===== src/rtl/matavimo_valdiklis.sv =====
// Measurement controller: turns start/stop events and delay-line snapshots into coarse/fine codes plus a result strobe.
// Optional macro BUBBLE_FILTER_EN enables a 2-of-3 majority filter on the thermometer taps before the ones count.
module matavimo_valdiklis #(
  parameter int size_frontu   = 8,
  parameter int ilgis_linijos = 255
) (
  input  logic                     clk,
  input  logic                     rst,
  input  logic                     pradzia,
  input  logic                     pabaiga,
  input  logic [ilgis_linijos-1:0] linija,
  output logic [size_frontu-1:0]   teigiamas_f,
  output logic [size_frontu-1:0]   neigiamas_f,
  output logic [size_frontu-1:0]   grubus,
  output logic                     enable,
  output logic                     uzimtas,
  output logic                     klaida
);

  typedef enum logic [1:0] {LAUKIA, MATUOJA, STABILU, STROBAS} busena_t;

  localparam logic [size_frontu-1:0] CNT_MAX = '1;

  busena_t                   r_busena;
  busena_t                   w_kita;
  logic                      w_start;
  logic                      w_stop;
  logic                      w_timeout;
  logic [ilgis_linijos-1:0]  w_linija;
  logic [size_frontu-1:0]    w_kodas;
  logic [size_frontu-1:0]    r_cnt;
  logic [size_frontu-1:0]    r_teig;
  logic [size_frontu-1:0]    r_neig;
  logic [size_frontu-1:0]    r_grubus;
  logic                      r_klaida;

  // Majority of each tap with its neighbours; below tap 0 reads as 1, above the top tap as 0.
  function automatic logic [ilgis_linijos-1:0] burbulu_filtras(input logic [ilgis_linijos-1:0] v);
    logic [ilgis_linijos+1:0] ext;
    logic [ilgis_linijos-1:0] f;
    ext = {1'b0, v, 1'b1};
    f   = '0;
    for (int i = 0; i < ilgis_linijos; i++) begin
      f[i] = (ext[i] & ext[i+1]) | (ext[i] & ext[i+2]) | (ext[i+1] & ext[i+2]);
    end
    return f;
  endfunction

  function automatic logic [size_frontu-1:0] vienetu_sk(input logic [ilgis_linijos-1:0] v);
    logic [size_frontu-1:0] c;
    c = '0;
    for (int i = 0; i < ilgis_linijos; i++) begin
      c = c + size_frontu'(v[i]);
    end
    return c;
  endfunction

`ifdef BUBBLE_FILTER_EN
  assign w_linija = burbulu_filtras(linija);
`else
  assign w_linija = linija;
`endif

  assign w_kodas = vienetu_sk(w_linija);

  always_comb begin
    w_kita    = r_busena;
    w_start   = 1'b0;
    w_stop    = 1'b0;
    w_timeout = 1'b0;
    case (r_busena)
      LAUKIA: begin
        if (pradzia) begin
          w_start = 1'b1;
          w_kita  = MATUOJA;
        end
      end
      MATUOJA: begin
        if (pabaiga) begin
          w_stop = 1'b1;
          w_kita = STABILU;
        end else if (r_cnt == CNT_MAX) begin
          w_timeout = 1'b1;
          w_kita    = LAUKIA;
        end
      end
      STABILU: w_kita = STROBAS;
      STROBAS: w_kita = LAUKIA;
      default: w_kita = LAUKIA;
    endcase
  end

  // Result registers are cleared by reset too, so an aborted measurement leaves all outputs at zero.
  always_ff @(posedge clk) begin
    if (rst) begin
      r_busena <= LAUKIA;
      r_cnt    <= '0;
      r_teig   <= '0;
      r_neig   <= '0;
      r_grubus <= '0;
      r_klaida <= 1'b0;
    end else begin
      r_busena <= w_kita;
      if (w_start) begin
        r_teig   <= w_kodas;
        r_cnt    <= size_frontu'(1);
        r_klaida <= 1'b0;
      end
      if (r_busena == MATUOJA && !pabaiga && !w_timeout) begin
        r_cnt <= r_cnt + size_frontu'(1);
      end
      if (w_stop) begin
        r_neig   <= w_kodas;
        r_grubus <= r_cnt;
      end
      if (w_timeout) begin
        r_klaida <= 1'b1;
      end
    end
  end

  assign teigiamas_f = r_teig;
  assign neigiamas_f = r_neig;
  assign grubus      = r_grubus;
  assign klaida      = r_klaida;
  assign enable      = (r_busena == STROBAS);
  assign uzimtas     = (r_busena != LAUKIA);

endmodule


===== config.mk =====
export PLATFORM = sky130hd
export DESIGN_NAME = matavimo_valdiklis
export DESIGN_NICKNAME = d
export VERILOG_FILES = /design/src/rtl/matavimo_valdiklis.sv
export SDC_FILE = /design/constraint.sdc
export NUM_CORES = 1
export LEC_CHECK = 0
export ABC_CLOCK_PERIOD_IN_PS = 9400
export CAP_MARGIN = 10
export CORE_ASPECT_RATIO = 0.9
export CORE_UTILIZATION = 40
export DETAILED_ROUTE_END_ITERATION = 8
export GPL_TIMING_DRIVEN = 0
export PLACE_DENSITY = 0.86
export SYNTH_ARGS = -nofsm -noshare
export SYNTH_HDL_FRONTEND = slang
export SYNTH_SLANG_ARGS = --single-unit

===== constraint.sdc =====
create_clock -name clk -period 9.4 [get_ports clk]
set_input_delay 1.88 -clock clk [delete_from_list [all_inputs] [get_ports clk]]
set_output_delay 1.88 -clock clk [all_outputs]
set_load 0.01 [all_outputs]

==> results of run 1 <==
[cell families after synthesis]
logic type / after synthesis / synth area share [%]
AO/OA/AOI/OAI: 58 / 4.38
AND/OR/NAND/NOR: 99 / 6.35
adder cells (fa/ha/maj): 279 / 61.9
XOR/XNOR: 2 / 0.205
flip-flops: 35 / 8.18
buffers and inverters: 430 / 19.0
[worst max-delay path: cells and delay by family]
| kind | cells | cell delay (ns) |
|---|---|---|
| adders and majority gates | 13 | 6.24 |
| AOI/OAI and AO/OA | 3 | 0.78 |
| buffers and inverters | 5 | 0.44 |
| and+or+nand+nor | 1 | 0.14 |
[per-stage QoR]
stage	instance area, um^2	hold slack [ns]	std cells	util (%)	TNS, ns
floorplan	8570	0.459	903	-	0
global placement	11800	0.444	1474	56.4	-3.91
detailed placement	11800	0.451	1474	56.4	-5.28
CTS	11800	0.459	1484	56.6	0
global route	11800	0.475	1485	56.6	-0.540
finish	11800	0.456	1485	56.6	0
[per-layer routing]
layer  up-vias  part of all wire (%)
met1      3090                    35
met4         0                   1.8
met3        24                   6.0
met5         -                     0
li1       3047                     -
met2       237                    58
[cell type report]
class | instances | area [um^2]
fill | 1851 | 9070
tap | 286 | 358
buffer | 11 | 55.1
clock inverter | 2 | 35.0
sequential | 35 | 701
inverter | 419 | 1570
timing repair buffer | 288 | 2680
multi-input combinational | 438 | 6280
clock buffer | 6 | 139
[placed cells by master, fill, tap and decap left out, types with 2 or more instances in the layout]
| cell | instances |
|---|---|
| sky130_fd_sc_hd__a211o_1 | 5 |
| sky130_fd_sc_hd__a211oi_1 | 2 |
| sky130_fd_sc_hd__a21o_1 | 2 |
| sky130_fd_sc_hd__a21oi_1 | 22 |
| sky130_fd_sc_hd__and3_1 | 2 |
| sky130_fd_sc_hd__buf_2 | 12 |
| sky130_fd_sc_hd__buf_4 | 4 |
| sky130_fd_sc_hd__buf_6 | 2 |
| sky130_fd_sc_hd__clkbuf_1 | 7 |
| sky130_fd_sc_hd__clkbuf_16 | 5 |
| sky130_fd_sc_hd__clkbuf_2 | 8 |
| sky130_fd_sc_hd__clkdlybuf4s15_1 | 15 |
| sky130_fd_sc_hd__clkdlybuf4s50_1 | 163 |
| sky130_fd_sc_hd__dfxtp_1 | 35 |
| sky130_fd_sc_hd__dlygate4sd2_1 | 87 |
| sky130_fd_sc_hd__fa_1 | 238 |
| sky130_fd_sc_hd__fa_2 | 3 |
| sky130_fd_sc_hd__ha_1 | 38 |
| sky130_fd_sc_hd__inv_1 | 363 |
| sky130_fd_sc_hd__inv_2 | 56 |
| sky130_fd_sc_hd__nand2_1 | 35 |
| sky130_fd_sc_hd__nand2b_1 | 11 |
| sky130_fd_sc_hd__nand3_1 | 11 |
| sky130_fd_sc_hd__nand3_2 | 2 |
| sky130_fd_sc_hd__nand3b_1 | 8 |
| sky130_fd_sc_hd__nand4b_1 | 3 |
| sky130_fd_sc_hd__nor2_1 | 9 |
| sky130_fd_sc_hd__nor3_1 | 4 |
| sky130_fd_sc_hd__nor3b_1 | 2 |
| sky130_fd_sc_hd__o21a_1 | 2 |
| sky130_fd_sc_hd__o21ai_0 | 7 |
| sky130_fd_sc_hd__o311ai_0 | 3 |
| sky130_fd_sc_hd__o31ai_1 | 2 |
| sky130_fd_sc_hd__or2_2 | 2 |
| sky130_fd_sc_hd__or3b_1 | 2 |
| sky130_fd_sc_hd__xnor2_1 | 2 |
[cell usage after synthesis (4+ instances only)]
cell type and instances:
sky130_fd_sc_hd__fa_1 241, sky130_fd_sc_hd__o21ai_0 7, sky130_fd_sc_hd__nor3_1 4, sky130_fd_sc_hd__nand3_1 13
sky130_fd_sc_hd__dfxtp_1 35, sky130_fd_sc_hd__nand3b_1 8, sky130_fd_sc_hd__inv_1 419, sky130_fd_sc_hd__a21oi_1 23
sky130_fd_sc_hd__a211o_1 5, sky130_fd_sc_hd__clkbuf_1 7, sky130_fd_sc_hd__nand2b_1 11, sky130_fd_sc_hd__nor2_1 9
sky130_fd_sc_hd__nand2_1 35, sky130_fd_sc_hd__ha_1 38
[worst paths after layout]
check | slack, ns | cells after the start | from | end
max reg2reg | 7.65 | 5 | r_cnt[0]$_SDFFE_PP0P_ | r_cnt[5]$_SDFFE_PP0P_
min reg2reg | 0.46 | 2 | neigiamas_f[0]$_SDFFE_PP0P_ | neigiamas_f[0]$_SDFFE_PP0P_
min | 0.46 | 2 | neigiamas_f[0]$_SDFFE_PP0P_ | neigiamas_f[0]$_SDFFE_PP0P_
max | 0.04 | 22 | linija[33] | teigiamas_f[6]$_SDFFE_PP0P_
[registers in the layout, indices dropped and copies added, names as in the netlist, named ones only]
name and cells:
r_busena 1, r_cnt 8, neigiamas_f 8, grubus 8, klaida 1, teigiamas_f 8
[what timing repair did]
item                                   CTS  global route
pin swaps                              120            58
endpoints found under the hold margin    0             0
gates resized for setup                214            33
setup endpoints to repair                9             9
gates cloned                             0             0
buffers inserted                         2             1
==> load_flow_metrics.sql, run 1 <==
INSERT INTO impl_metrics (metric_group, metric, value, unit) VALUES
('outcome', 'status', 'finished clean', ''),
('cts', 'cts.sinks', '35', ''),
('die', 'chipHeight', '141', 'um'),
('grt', 'overflow', '0', ''),
('cts', 'htree_num_levels', '2', ''),
('critical_path', 'slowest_delay', '0.57', 'ns'),
('cts', 'clock_latency_late_sink', '0.28', 'ns'),
('critical_path', 'cp.arrival', '9.51', 'ns'),
('grt', 'met1_routing_resource_usage_after_global_routing', '20.7', '%'),
('routing', 'post_drt_wl_per_cell', '13.8', 'um'),
('die', 'chipWidth', '156', 'um'),
('logic_synthesis', 'netlist.top_cell.by_area', 'sky130_fd_sc_hd__fa_1', ''),
('die', 'initial_core_util', '41.0', '%'),
('critical_path', 'path_cells', 'dlygate4sd2_1 -> inv_1 -> fa_1 -> fa_1 -> fa_1 -> inv_1 -> fa_1 -> inv_2 -> fa_1 -> fa_1 -> fa_1 -> fa_1 -> fa_1 -> fa_1 -> fa_1 -> inv_2 -> fa_2 -> fa_2 -> a211o_1 -> nor4b_4 -> a311oi_2 -> o31ai_1', ''),
('routing', 'route.final.wire_length', '20400', 'um'),
('grt', 'globalRouteMet2Util', '39.0', '%'),
('placed_design', 'place_hpwl', '19200', 'um'),
('timing', 'final_setup_violation_count', '0', ''),
('logic_synthesis', 'ys_ff_latch', '35', ''),
('grt', 'antenna_found_initial', '0', ''),
('cts', 'cts_buffers', '5', ''),
('timing', 'min_period', '9.36', 'ns'),
('cts', 'cts.hold.buffers_added', '0', ''),
('timing', 'post-route-period-util', '99.6', '%'),
('die', 'number_of_rows_in_the_core_area', '50', ''),
('grt', 'global_route_wire_length_before_repair', '32700', 'um'),
('timing', 'slew_headroom', '54.6', '%'),
('die', 'die_area', '22000', 'um^2'),
('placed_design', 'place_ws', '-0.925', 'ns'),
('critical_path', 'crit_path_required_time', '9.54', 'ns'),
('cells_and_area', 'num-nets-final', '1736', ''),
('logic_synthesis', 'synth.net_count', '1441', ''),
('cts', 'clock_path_buffers', '2', ''),
('cells_and_area', 'final_layout_size_suffix_gt1_share', '8.76', '%'),
('critical_path', 'crit_path_start_kind', 'input port', ''),
('logic_synthesis', 'syn-instance-count', '903', ''),
('cts', 'tritoncts', 'built', ''),
('logic_synthesis', 'postSynth.asyncResetShare', '0', '%'),
('grt', 'global_route.peak_usage_layer', 'met2', ''),
('worst_hold_path', 'hold_path.class', 'reg -> reg', ''),
('logic_synthesis', 'ys_top_cells_by_area', 'sky130_fd_sc_hd__fa_1 (56%), sky130_fd_sc_hd__inv_1 (18%), sky130_fd_sc_hd__dfxtp_1 (8.2%)', ''),
('placed_design', 'routabilityCongestion', '0.865', ''),
('critical_path', 'timing_worst_setup_path_type', 'in -> reg', ''),
('routing', 'residual_drc', '0', ''),
('logic_synthesis', 'synthDistinctLibCells', '46', ''),
('critical_path', 'cpMaxStageDelayCell', 'sky130_fd_sc_hd__fa_1', ''),
('critical_path', 'critPathMaxFanout', '2', ''),
('logic_synthesis', 'ys_warn_count', '0', ''),
('routing', 'starting_drt_drc_count', '121', ''),
('logic_synthesis', 'syn_std_cell_area', '8570', 'um^2'),
('critical_path', 'crit_path_end_kind', 'flop', ''),
('grt', 'grt_max_degree', '12', ''),
('grt', 'track_usage', '19.1', '%'),
('routing', 'detailroute.via_count', '6398', ''),
('cells_and_area', 'area.growth.synth_to_final', '38.1', '%'),
('run', 'cap_viol_max_count', '0', ''),
('timing', 'final.setup.worst_slack', '0.0358', 'ns'),
('logic_synthesis', 'synth_edf_count', '0', ''),
('grt', 'use_met3', '2.46', '%'),
('cells_and_area', 'antenna_cells', '0', ''),
('timing', 'final_hold_viol_count', '0', ''),
('cts', 'clk_pin_slew', '0.05', 'ns'),
('placed_design', 'port_buffers', '285', ''),
('die', 'core_area', '20900', 'um^2'),
('grt', 'first_global_vias', '7238', ''),
('logic_synthesis', 'syn_area_per_cell', '9.49', 'um^2'),
('critical_path', 'worst_path_most_repeated_cell', 'sky130_fd_sc_hd__fa_1', ''),
('timing', 'worst_slew_pin_slew', '0.678', 'ns'),
('timing', 'fin_skew', '0.00387', 'ns'),
('logic_synthesis', 'synth.yosys.seq_area_share', '8.18', '%'),
('routing', 'post_drt_via_cell_ratio', '4.31', ''),
('timing', 'max_frequency', '107', 'MHz'),
('die', 'floorplan.io_pins', '286', ''),
('logic_synthesis', 'synth.top_cell.area_share', '56.3', '%'),
('timing', 'grt_setup_unrepaired', 'true', ''),
('timing', 'final-max-slew-violation-count', '0', ''),
('routing', 'number_of_optimization_iterations_in_the_first_detailed_route_pass', '5', ''),
('cts', 'clock-root-buffer', 'sky130_fd_sc_hd__clkbuf_16', ''),
('logic_synthesis', 'dominantRegCellSynth', 'sky130_fd_sc_hd__dfxtp_1', ''),
('routing', 'antenna_left', '0', '');
Power of run 1 is not shown: default switching activity piles up to over one toggle a cycle in this logic, so the estimate is an artifact.
==> inputs of run 2 (changes only) <==
SLEW_MARGIN = 0   (was unset)
==> results of run 2 <==
Same layout as run 1: the final DEF is identical, and so are final timing and power.
Power of run 2 is left out for the same reason.
==> inputs of run 3 (changes only) <==
SETUP_SLACK_MARGIN = 0.2   (was unset)
==> run 3 against run 2 <==
Compared with the run above:
- via count up 2.8%
- count of clock-buffer cells in the layout up 1
- hold slack better by 0.0015 ns
- non-clock buffer count up 2
- core utilization up 0.054 points
- flip-flop and latch count unchanged
- first-iteration DRC count up 13%
- die area unchanged
- maximum frequency up 0.37%
- register-to-register slack worse by 0.02 ns
- clock skew down 0.0014 ns
- sequential share of layout area about the same
==> load_flow_metrics.sql, run 3 (same netlist as run 1, synthesis figures left out) <==
INSERT INTO impl_metrics (metric_group, metric, value, unit) VALUES
('critical_path', 'cp.arrival', '9.47', 'ns'),
('critical_path', 'critical_path.reg2reg.startpoint', 'r_cnt[0]$_SDFFE_PP0P_', ''),
('cts', 'clock_latency_late_sink', '0.28', 'ns'),
('routing', 'starting_drt_drc_count', '137', ''),
('timing', 'min_period', '9.33', 'ns'),
('cts', 'clk_pin_slew', '0.05', 'ns'),
('die', 'chipWidth', '156', 'um'),
('grt', 'antenna_found_initial', '0', ''),
('die', 'die_area', '22000', 'um^2'),
('cells_and_area', 'mostFrequentLayoutCell', 'sky130_fd_sc_hd__inv_1', ''),
('critical_path', 'cpMaxStageDelayCell', 'sky130_fd_sc_hd__fa_1', ''),
('worst_hold_path', 'hold_path.class', 'reg -> reg', ''),
('cells_and_area', 'num-nets-final', '1738', ''),
('placed_design', 'placement.cell_area', '11800', 'um^2'),
('routing', 'residual_drc', '0', ''),
('critical_path', 'critPathLaunch', 'linija[121]', ''),
('routing', 'met1_length', '7190', 'um'),
('routing', 'post_drt_wl_per_cell', '13.8', 'um'),
('routing', 'detailroute.via_count', '6578', ''),
('die', 'core_area', '20900', 'um^2'),
('critical_path', 'crit_path_start_kind', 'input port', ''),
('critical_path', 'crit_path_required_time', '9.54', 'ns'),
('timing', 'worst_slew_pin_slew', '0.650', 'ns'),
('critical_path', 'r2r-end', 'r_cnt[5]$_SDFFE_PP0P_', ''),
('critical_path', 'worstSetupEndpoint', 'teigiamas_f[4]$_SDFFE_PP0P_', ''),
('cells_and_area', 'finalInstanceArea', '11800', 'um^2'),
('cells_and_area', 'num-fill-cells', '1835', ''),
('grt', 'global_route_wire_length_before_repair', '33800', 'um'),
('routing', 'wl_met3', '1250', 'um'),
('timing', 'tns', '0', 'ns'),
('critical_path', 'worstRegToRegCells', '5', ''),
('placed_design', 'place_hpwl', '19200', 'um'),
('placed_design', 'port_buffers', '285', ''),
('critical_path', 'cp.buffers_inverters', '9', ''),
('routing', 'post_drt_via_cell_ratio', '4.42', ''),
('die', 'number_of_rows_in_the_core_area', '50', ''),
('grt', 'track_usage', '19.6', '%'),
('critical_path', 'path_delay_family', 'adder cells', ''),
('timing', 'max_frequency', '107', 'MHz'),
('outcome', 'status', 'finished clean', ''),
('grt', 'first_global_vias', '7389', ''),
('cts', 'clock-root-buffer', 'sky130_fd_sc_hd__clkbuf_16', ''),
('cells_and_area', 'final_layout_size_suffix_gt1_share', '11.2', '%'),
('timing', 'post-route-period-util', '99.2', '%'),
('timing', 'final-max-slew-violation-count', '0', ''),
('critical_path', 'critPathMaxFanout', '2', ''),
('routing', 'met2WireLength', '11700', 'um'),
('timing', 'fin_skew', '0.00250', 'ns'),
('grt', 'grt_max_degree', '11', ''),
('cells_and_area', 'stdcell_count', '1488', ''),
('placed_design', 'place_inst', '1474', ''),
('cts', 'cts_buffers', '5', ''),
('run', 'cap_viol_max_count', '0', ''),
('critical_path', 'worst-path-stages', '26', ''),
('critical_path', 'timing.reg2reg.setup_slack', '7.63', 'ns'),
('critical_path', 'timing_worst_setup_path_type', 'in -> reg', ''),
('die', 'floorplan.io_pins', '286', ''),
('routing', 'route.final.wire_length', '20500', 'um'),
('cells_and_area', 'mostFrequentLayoutCells', 'sky130_fd_sc_hd__inv_1 (351), sky130_fd_sc_hd__fa_1 (236), sky130_fd_sc_hd__clkdlybuf4s50_1 (163)', ''),
('routing', 'antenna_left', '0', ''),
('cts', 'cts.sinks', '35', ''),
('timing', 'grt_setup_unrepaired', 'true', ''),
('timing', 'slew_headroom', '56.5', '%'),
('cts', 'tritoncts', 'built', ''),
('die', 'initial_core_util', '41.0', '%'),
('critical_path', 'worst_path_most_repeated_cell', 'sky130_fd_sc_hd__fa_1', ''),
('grt', 'overflow', '0', ''),
('cells_and_area', 'area.growth.synth_to_final', '38.2', '%'),
('cts', 'htree_num_levels', '2', ''),
('critical_path', 'crit_path_end_kind', 'flop', ''),
('cts', 'clock_path_buffers', '2', ''),
('critical_path', 'slowest_delay', '0.56', 'ns'),
('timing', 'final_hold_viol_count', '0', ''),
('timing', 'final_setup_violation_count', '0', ''),
('placed_design', 'routabilityCongestion', '0.832', ''),
('routing', 'number_of_optimization_iterations_in_the_first_detailed_route_pass', '4', ''),
('cells_and_area', 'final_core_utilization', '56.6', '%'),
('routing', 'topRoutingLayerUsed', 'met4', ''),
('die', 'chipHeight', '141', 'um');
## run 3: cell count changes in the layout (fill, tap and decap cells not counted), moves of 2 or more
cell                             previous run  this run
sky130_fd_sc_hd__nand3_2                    2         0
sky130_fd_sc_hd__inv_2                     56        68
sky130_fd_sc_hd__buf_6                      2         5
sky130_fd_sc_hd__fa_2                       3         5
sky130_fd_sc_hd__o311ai_0                   3         1
sky130_fd_sc_hd__nand3_1                   11        13
sky130_fd_sc_hd__clkbuf_2                   8        20
sky130_fd_sc_hd__o311ai_1                   0         2
sky130_fd_sc_hd__inv_1                    363       351
sky130_fd_sc_hd__dlygate4sd2_1             87        61
sky130_fd_sc_hd__clkbuf_1                   7         9
sky130_fd_sc_hd__dlymetal6s2s_1             1        11
sky130_fd_sc_hd__fa_1                     238       236
## run 3: stage by stage
step	setup slack [ns]	hold slack, ns
4_1_cts	-0.0513	0.456
5_1_grt	-0.129	0.482
3_3_place_gp	-0.635	0.443
6_report	0.0706	0.457
3_5_place_dp	-0.723	0.449
2_1_floorplan	0.238	0.459
## run 3: area by class of cell
type	count	area, um^2	share of cell area, %
well taps	286	358	3.02
repair buffers	290	2700	22.8
clock inverters	1	5.00	0.0423
flip-flops and latches	35	701	5.92
inverters	419	1570	13.3
plain buffers	11	55.1	0.465
clock buffers	7	133	1.12
multi-input cells	438	6310	53.3
diodes	1	2.50	0.0211
## run 3: worst min-delay path by stage
stage / startpoint / endpoint / cells after the start
after CTS: teigiamas_f[4]$_SDFFE_PP0P_ / teigiamas_f[4]$_SDFFE_PP0P_ / 2
after detailed placement: teigiamas_f[4]$_SDFFE_PP0P_ / teigiamas_f[4]$_SDFFE_PP0P_ / 2
final: grubus[4]$_SDFFE_PP0P_ / grubus[4]$_SDFFE_PP0P_ / 2
after global placement: grubus[7]$_SDFFE_PP0P_ / grubus[7]$_SDFFE_PP0P_ / 2
after global routing: neigiamas_f[3]$_SDFFE_PP0P_ / neigiamas_f[3]$_SDFFE_PP0P_ / 2
after floorplan: r_cnt[7]$_SDFFE_PP0P_ / grubus[7]$_SDFFE_PP0P_ / 2
## run 3: timing repair
item | 4_1_cts | 5_1_grt
hold buffers | 0 | 0
gates resized for setup | 197 | 102
pin swaps | 117 | 79
buffers inserted | 3 | 2
setup endpoints to repair | 11 | 12
## run 3: worst min-delay path, cell delays in order, from the launching register on
cell and delay, ns:
sky130_fd_sc_hd__dfxtp_1 0.30, sky130_fd_sc_hd__nand2_1 0.05, sky130_fd_sc_hd__a21oi_1 0.06
## run 3: routing by layer
metal | GRT usage [%] | vias to the layer above
li1 | - | 3054
met1 | 21.2 | 3253
met2 | 39.8 | 240
met3 | 2.98 | 31
met4 | 4.02 | 0
met5 | 0 | -
Power of run 3 is left out for the same reason.
